**config.mk**
```make
export PLATFORM = sky130hd
export DESIGN_NAME = line_raster_engine
export DESIGN_NICKNAME = d
export VERILOG_FILES = /design/src/rtl/line_raster_engine.sv
export SDC_FILE = /design/constraint.sdc
export NUM_CORES = 1
export LEC_CHECK = 0
export ABC_AREA = 0
export CAP_MARGIN = 40
export CORE_UTILIZATION = 60
export CTS_CLUSTER_SIZE = 20
export DETAILED_ROUTE_END_ITERATION = 8
export DONT_BUFFER_PORTS = 1
export GPL_TIMING_DRIVEN = 0
export PLACE_DENSITY = 0.81
export SLEW_MARGIN = 40
export SYNTH_ARGS = -nofsm -noshare
export SYNTH_HDL_FRONTEND = slang
export SYNTH_SLANG_ARGS = --single-unit
```
**constraint.sdc**
```tcl
create_clock -name clk -period 6.87 [get_ports clk]
set_clock_uncertainty 0.15 [all_clocks]
set_input_delay 0 -clock clk [delete_from_list [all_inputs] [get_ports clk]]
set_output_delay 0 -clock clk [all_outputs]
set_load 0.01 [all_outputs]
```
**src/rtl/line_raster_engine.sv**
```systemverilog
// Bresenham line rasteriser: one {x1,y1,x2,y2,color} op in, one clipped
// {x,y,color} pixel per cycle out, walking all eight octants.
module line_raster_engine #(
   parameter int CW       = 10,
   parameter int COLW     = 12,
   parameter int SCREEN_W = 640,
   parameter int SCREEN_H = 480
) (
   input  logic                   clk,
   input  logic                   rst_,
   input  logic [4*CW+COLW-1:0]   in_op,
   input  logic                   in_rts,
   output logic                   in_rtr,
   output logic [2*CW+COLW-1:0]   out_pix,
   output logic                   out_rts,
   input  logic                   out_rtr,
   output logic                   out_last,
   output logic                   busy,
   output logic                   op_done
);

   localparam int EW = CW + 2;
   localparam logic [CW:0]   SW_L = SCREEN_W[CW:0];
   localparam logic [CW:0]   SH_L = SCREEN_H[CW:0];
   localparam logic [CW-1:0] ONE  = {{(CW-1){1'b0}}, 1'b1};

   typedef enum logic [1:0] {
      IDLE,
      SETUP,
      DRAW
   } state_e;

   state_e               state_q, state_d;
   logic [CW-1:0]        x_q, x_d, y_q, y_d;
   logic [CW-1:0]        x2_q, x2_d, y2_q, y2_d;
   logic [COLW-1:0]      col_q, col_d;
   logic signed [CW:0]   dx_q, dx_d, dy_q, dy_d;
   logic                 sxn_q, sxn_d, syn_q, syn_d;
   logic signed [EW-1:0] err_q, err_d;
   logic                 op_done_q, op_done_d;

   logic                 in_bounds;
   logic                 at_end;
   logic                 step;
   logic                 fx, fy;
   logic [CW-1:0]        ax, ay;
   logic signed [EW:0]   e2, dx_w, dy_w;
   logic signed [EW-1:0] dx_e, dy_e;

   assign in_bounds = ({1'b0, x_q} < SW_L) && ({1'b0, y_q} < SH_L);
   assign at_end    = (x_q == x2_q) && (y_q == y2_q);
   assign step      = (state_q == DRAW) && (!in_bounds || out_rtr);

   // Decisions use the error term from before this step's update.
   assign e2   = {err_q, 1'b0};
   assign dx_w = {{2{dx_q[CW]}}, dx_q};
   assign dy_w = {{2{dy_q[CW]}}, dy_q};
   assign dx_e = {dx_q[CW], dx_q};
   assign dy_e = {dy_q[CW], dy_q};
   assign fx   = (e2 >= dy_w);
   assign fy   = (e2 <= dx_w);

   assign ax = (x2_q > x_q) ? (x2_q - x_q) : (x_q - x2_q);
   assign ay = (y2_q > y_q) ? (y2_q - y_q) : (y_q - y2_q);

   assign in_rtr   = (state_q == IDLE);
   assign busy     = (state_q != IDLE);
   assign out_rts  = (state_q == DRAW) && in_bounds;
   assign out_last = out_rts && at_end;
   assign op_done  = op_done_q;
   assign out_pix  = {x_q, y_q, col_q};

   always_comb begin
      state_d   = state_q;
      x_d       = x_q;
      y_d       = y_q;
      x2_d      = x2_q;
      y2_d      = y2_q;
      col_d     = col_q;
      dx_d      = dx_q;
      dy_d      = dy_q;
      sxn_d     = sxn_q;
      syn_d     = syn_q;
      err_d     = err_q;
      op_done_d = 1'b0;
      unique case (state_q)
         IDLE: begin
            if (in_rts) begin
               x_d     = in_op[4*CW+COLW-1 -: CW];
               y_d     = in_op[3*CW+COLW-1 -: CW];
               x2_d    = in_op[2*CW+COLW-1 -: CW];
               y2_d    = in_op[CW+COLW-1 -: CW];
               col_d   = in_op[COLW-1:0];
               state_d = SETUP;
            end
         end
         SETUP: begin
            dx_d    = $signed({1'b0, ax});
            dy_d    = -$signed({1'b0, ay});
            sxn_d   = !(x_q < x2_q);
            syn_d   = !(y_q < y2_q);
            err_d   = $signed({1'b0, 1'b0, ax})
                    - $signed({1'b0, 1'b0, ay});
            state_d = DRAW;
         end
         DRAW: begin
            if (step) begin
               if (at_end) begin
                  state_d   = IDLE;
                  op_done_d = 1'b1;
               end else begin
                  err_d = err_q + (fx ? dy_e : '0)
                        + (fy ? dx_e : '0);
                  if (fx)
                     x_d = sxn_q ? (x_q - ONE) : (x_q + ONE);
                  if (fy)
                     y_d = syn_q ? (y_q - ONE) : (y_q + ONE);
               end
            end
         end
         default: state_d = IDLE;
      endcase
   end

   always_ff @(posedge clk) begin
      if (rst_) begin
         state_q   <= IDLE;
         x_q       <= '0;
         y_q       <= '0;
         x2_q      <= '0;
         y2_q      <= '0;
         col_q     <= '0;
         dx_q      <= '0;
         dy_q      <= '0;
         sxn_q     <= 1'b0;
         syn_q     <= 1'b0;
         err_q     <= '0;
         op_done_q <= 1'b0;
      end else begin
         state_q   <= state_d;
         x_q       <= x_d;
         y_q       <= y_d;
         x2_q      <= x2_d;
         y2_q      <= y2_d;
         col_q     <= col_d;
         dx_q      <= dx_d;
         dy_q      <= dy_d;
         sxn_q     <= sxn_d;
         syn_q     <= syn_d;
         err_q     <= err_d;
         op_done_q <= op_done_d;
      end
   end

endmodule

```
# ---- Yosys cells after proc, flatten, opt, wreduce, memory -nomap -nowiden
# Index checks and enable logic that the tools add are counted.
dict set report totals {
  out_inout_bits 37
  elab_cells 87
  inputBits 56
  register_bits 90
}
dict set report op_classes {
  addsub 12
  eq_ne 10
  muxes 24
  n_reduce_logical 19
  bitwise 2
  magnitude_cmp 8
}
# operator count
set op_table {}
lappend op_table {{two-way mux 10 bit} 13}
lappend op_table {{one-hot mux 10 bit (2 select lines)} 2}
lappend op_table {{subtractor 10 bit} 4}
lappend op_table {{two-way mux 12 bit} 3}
lappend op_table {{one-hot mux 12 bit (2 select lines)} 1}
lappend op_table {{adder 10 x 1 -> 10 bit, second input constant} 2}
lappend op_table {{equality test 10 bit} 2}
lappend op_table {{> comparator 10 bit} 2}
lappend op_table {{less-than comparator 10 bit} 2}
lappend op_table {{subtractor 10 x 1 -> 10 bit, second input constant} 2}
lappend op_table {{greater-or-equal comparator 13 x 11 -> 1 bit} 1}
lappend op_table {{less-or-equal comparator 13 x 11 -> 1 bit} 1}
lappend op_table {{adder 12 x 10 -> 12 bit} 1}
lappend op_table {{adder 12 bit} 1}
lappend op_table {{inequality test 2 bit, second input constant} 6}
lappend op_table {{negator 10 -> 11 bit} 1}
lappend op_table {{subtractor 10 x 10 -> 11 bit} 1}
lappend op_table {{less-than comparator 10 bit, second input constant} 1}
lappend op_table {{less-than comparator 10 x 9 -> 1 bit, second input constant} 1}
lappend op_table {{AND reduction 5 bit} 2}
lappend op_table {{two-way mux 2 bit} 3}
lappend op_table {{one-hot mux 2 bit (3 select lines)} 1}
lappend op_table {{AND reduction 3 bit} 2}
lappend op_table {{nonzero test 2 bit} 3}
lappend op_table {{10 further kinds} 17}

# ---- Longest topological paths before layout
dict set report logic_depth {
  word_depth 7
  ltp_mapped 23
  ltp_nobuf 22
}

# ---- Least setup slack after synthesis
# Ideal clock, no wire load.
dict set report synth_timing {
  path_kind {register to register}
  from {register x_q[1]}
  to {register err_q[11]}
  synth_period_minus_slack_ns 4.602
  path_stages_with_launch 19
  t_required_ns 6.619
  path_buffers 1
  slack_ns 2.268
  arrival_time_ns 4.351
  cell_sequence {dfxtp_1 > inv_1 > fa_1 > a21o_1 > a221oi_1 > a211o_1 > nand2_1 > buf_2 > mux2_2 > fa_1 > a21o_1 > a21oi_1 > nor2b_1 > o21a_1 > o41ai_1 > o21bai_1 > a211oi_1 > a31oi_1 > o41ai_1}
}
dict set report synth_between {
  elab_cells_between_ends 16
  cone_classes {add/sub (3); order compare (2); eq/ne (3); mux (2); reduce/logical (6)}
}
# item line
set synth_lines {}
lappend synth_lines {{start, declared} 34} ;# logic [CW-1:0] x_q, x_d, y_q, y_d;
lappend synth_lines {{start signal, assigned} 128} ;# x_q <= '0;
lappend synth_lines {{start signal, assigned} 141} ;# x_q <= x_d;
lappend synth_lines {{subtractor 10 bit / > comparator 10 bit (equally long branches)} 63} ;# assign ax = (x2_q > x_q) ? (x2_q - x_q) : (x_q - x2_q);
lappend synth_lines {{two-way mux 10 bit (*)} 63}
lappend synth_lines {{net ax[1]} 46} ;# logic [CW-1:0] ax, ay;
lappend synth_lines {{subtractor 10 x 10 -> 11 bit (*)} 103} ;# - $signed({1'b0, 1'b0, ay});
lappend synth_lines {{one-hot mux 12 bit (2 select lines) (*)} 86} ;# unique case (state_q)
lappend synth_lines {{end signal, assigned} 150} ;# err_q <= err_d;
lappend synth_lines {{end, declared} 39} ;# logic signed [EW-1:0] err_q, err_d;
# Mark *: on every way through the listed nets, which the timed path passes. The rest lies on a longest branch.
# A chain may end at the register's enable or synchronous reset.

# ---- Final worst setup path
# Same ends and word-level chain as after synthesis.

==> flow_metrics.py <==
metrics = {
    "routing": {
        "vias": 7413,
        "post_drt_wl_per_cell_um": 18.1,
        "vias_per_cell": 5.99,
        "routed_wirelength_um": 22400,
        "drc_errors": 0,
        "first_iter_violations": 534,
        "final_antenna_net_count": 0,
        "dr.pass1.iters": 5,
    },
    "cts": {
        "cts.path.max_buffers": 2,
        "htreeDepth": 3,
        "cts_setup_buffers": 0,
        "cts-root-buf": "clkbuf_16",
        "clk_pin_slew_ps": 70,
        "cts_tree": "built",
        "numCtsBuffers": 9,
        "clock_latency_ps": 350,
        "clock-sinks": 90,
    },
    "global_routing": {
        "grt_pass1_vias": 6978,
        "grt_pass1_wl_um": 34700,
        "grt_usage_pct": 34.0,
        "grt_max_degree": 16,
        "overflow": 0,
        "antenna_found_initial": 0,
    },
    "layout": {
        "area_delta_synth_final_pct": 14.7,
        "drive_above_1_share_pct": 4.04,
        "finalNonFillerCells": 1237,
        "layout_commonest_cell": "nand2_1",
        "mostFrequentLayoutCells": "nand2_1, a21oi_1, ha_1",
        "nets": 1233,
        "utilization_pct": 70.4,
        "antenna_cells": 0,
    },
    "min_path": {
        "hold_depth": 4,
        "hold_start": "out_rtr",
        "hp-class": "in -> reg",
        "hold_end": "err_q[8]",
    },
    "pwr": {
        "powerDensity_nw_per_um2": 324,
        "p_sw_w": 0.00127,
        "peakVddDrop_mv": 0.194,
        "power_w": 0.00288,
        "p_int_w": 0.00161,
        "seqPwrFrac_pct": 23.3,
        "p_comb_share_pct": 57.7,
        "sw_frac_of_total_pct": 44.0,
        "p_leak_nw": 3.81,
        "p_clk_share_pct": 19.0,
    },
    "sta": {
        "max_slew_margin_pct": 40.5,
        "finalSetupTns_ps": 0,
        "fin_crit_ps": 5450,
        "fmax_ghz": 0.184,
        "worst_pin_slew_ps": 892,
        "setup_viol": 0,
        "rsz0062_at_grt": "no",
        "finalMaxSlewViolations": 0,
        "final-hold-violation-count": 0,
        "finalCritPeriodShare_pct": 79.3,
    },
    "floorplan": {
        "start_util_pct": 61.4,
        "coreArea_um2": 12600,
        "std_cell_rows": 41,
        "num_io_pins": 93,
        "die_w_um": 116,
        "die_h_um": 116,
        "die_area_um2": 13400,
    },
    "logic_synthesis": {
        "synth.mux.area_fraction_pct": 2.13,
        "synthSimpleGateAreaFrac_pct": 17.6,
        "seq_area_frac_synth_pct": 23.3,
        "synth_cell_types": 61,
        "synth_fa_ha_area_share_pct": 20.6,
        "async_flop_share_pct": 0,
        "synth_edf_count": 0,
        "synthXorXnorAreaFrac_pct": 5.76,
        "ys.flop_type": "dfxtp_1",
        "syn_avg_cell_area_um2": 7.83,
        "synth-seq-cells": 90,
        "yosys_warnings": 0,
        "syn_area_um2": 7750,
        "synth_top_family_by_area": "compound AO/OA/AOI/OAI gates",
        "synth_compound_area_share_pct": 23.3,
        "syn_inst": 990,
        "syn_nets": 1163,
    },
    "flow_run": {
        "max_cap_viol_count": 0,
    },
    "setup_path": {
        "worstReg2RegEnd": "err_q[11]",
        "max_stage_delay_ps": 540,
        "worstPathCellList": "inv_1 -> fa_1 -> a21o_1 -> a221oi_1 -> a211o_1 -> nand2_1 -> buf_2 -> mux2i_1 -> xnor2_1 -> ha_1 -> a21o_1 -> a21oi_1 -> nor2b_1 -> o21a_1 -> o41ai_1 -> o21bai_1 -> a211oi_1 -> a31oi_1 -> o41ai_1",
        "worst_r2r_path_depth": 19,
        "cp_top_family": "compound AO/OA/AOI/OAI gates",
        "cp.arrival_ps": 5550,
        "rr_startpoint": "x_q[1]",
        "critPathKind": "reg -> reg",
        "cp_data_required_time_ps": 6970,
        "endpoint_kind": "flip-flop",
        "cp-start-kind": "flip-flop",
        "r2r_slack_ps": 1420,
        "cp_slowest_cell": "dfxtp_1",
        "path_max_fanout": 10,
        "crit_buf_inv": 2,
    },
    "run_status": {
        "status": "completed",
    },
    "placed_design": {
        "hpwl_um": 16200,
        "place.gp.congestion": 0.948,
        "port_buffers": 0,
        "dpl.cell_count": 1162,
    },
}
tightest hold or removal path: cells and delay by family:
family	cells	cell delay, ps
AND/OR/NAND/NOR	2	280
AO/OA/AOI/OAI	2	220
synth_stat cells (2+ instances only):
cell type  count  area (um2)
or2_2          4        25.0
nand4_1        7        43.8
o21a_1         8        60.1
mux2_2         4        45.0
a21o_1        25         188
a311o_1        3        30.0
xor2_1        20         175
dfxtp_1       90        1800
buf_2          7        35.0
and3_4         2        22.5
buf_1          3        11.3
o311ai_0       2        17.5
nor4_1         3        18.8
o211ai_1       4        30.0
buf_4          3        22.5
ha_1          99        1240
and4_1         4        35.0
a2111o_1       2        22.5
a211oi_1      31         233
o31ai_1        5        37.5
clkbuf_1      36         135
nor2b_1       15        93.8
xnor2_1       31         272
a2111oi_0      3        26.3
o32ai_1        3        26.3
nor3_1        12        60.1
a311oi_1       4        35.0
a221oi_1       3        26.3
nand2b_1       8        50.1
o21bai_1       8        60.1
nor2_1        74         278
o21ai_0       32         160
a21oi_1      109         546
a211o_1        2        17.5
fa_1          18         360
a31oi_1        8        50.1
nand3_1       19        95.1
and3_1         5        31.3
inv_1         94         353
a21boi_0       4        30.0
nand2_1      118         443
and2_1        22         138
mux2i_1       12         120
o41ai_1        4        35.0
o31a_1         4        35.0
cell type report:
cell class | count | area [um2]
plain buffers | 50 | 215
repair buffers | 59 | 591
well taps | 172 | 215
clock inverters | 5 | 86.3
inverters | 94 | 353
clock buffers | 11 | 243
flip-flops and latches | 90 | 1800
fillers | 1005 | 3730
multi-input cells | 756 | 5380
per-layer routing:
| layer | up-vias | wire length (um) | track usage, % |
|---|---|---|---|
| met5 | - | 0 | 0 |
| met3 | 77 | 1390 | 6.69 |
| li1 | 3566 | - | - |
| met4 | 0 | 1020 | 17.4 |
| met1 | 3471 | 9490 | 41.8 |
| met2 | 299 | 10500 | 56.7 |
timing repair:
item,in CTS,in global routing
setup endpoints to repair,0,0
endpoints found under the hold margin,55,0
gates resized for setup,0,0
hold buffers,59,0
flip-flops by register name, indices dropped and copies added (netlist names):
name     cells
op_done      1
state_q      2
dy_q        11
dx_q        10
sxn_q        1
err_q       12
y_q         10
col_q       12
x_q         10
syn_q        1
x2_q        10
y2_q        10
power groups by stage:
stage                     registers [W]  clock network, W  logic, W
after global routing           0.000678          0.000566   0.00183
after floorplan                0.000653                 0   0.00124
after CTS                      0.000668          0.000547   0.00162
after global placement         0.000677                 0   0.00154
final                          0.000670          0.000546   0.00166
after detailed placement       0.000679                 0   0.00157
cell families (layout without fill, tap and decap cells):
family	count (synthesis)	count (layout)
muxes	16	16
buffers and inverters	144	219
adders and majority gates	117	117
AOI/OAI and AO/OA	275	275
DFF	90	90
and+or+nand+nor	297	297
xor gates and xnor gates	51	51
worst max path at each step:
stage,startpoint,end,slack (ps),cells past startpoint
after floorplan,x_q[1],err_q[11],2270,18
after global placement,x_q[1],err_q[11],1590,19
after detailed placement,x_q[1],err_q[11],1550,19
after CTS,x_q[1],err_q[11],1470,19
after global routing,x_q[1],err_q[11],1050,19
final,x_q[1],err_q[11],1420,19
through the flow:
step | area [um2] | worst slack [ps] | hold slack [ps]
6_report | 8890 | 1420 | 52.7
5_1_grt | 8890 | 1050 | 92.0
4_1_cts | 8890 | 1470 | 56.7
3_5_place_dp | 7970 | 1550 | -7.98
3_3_place_gp | 7960 | 1590 | -13.0
2_1_floorplan | 7750 | 2270 | -14.0
Power figures use the tool's default switching activity.
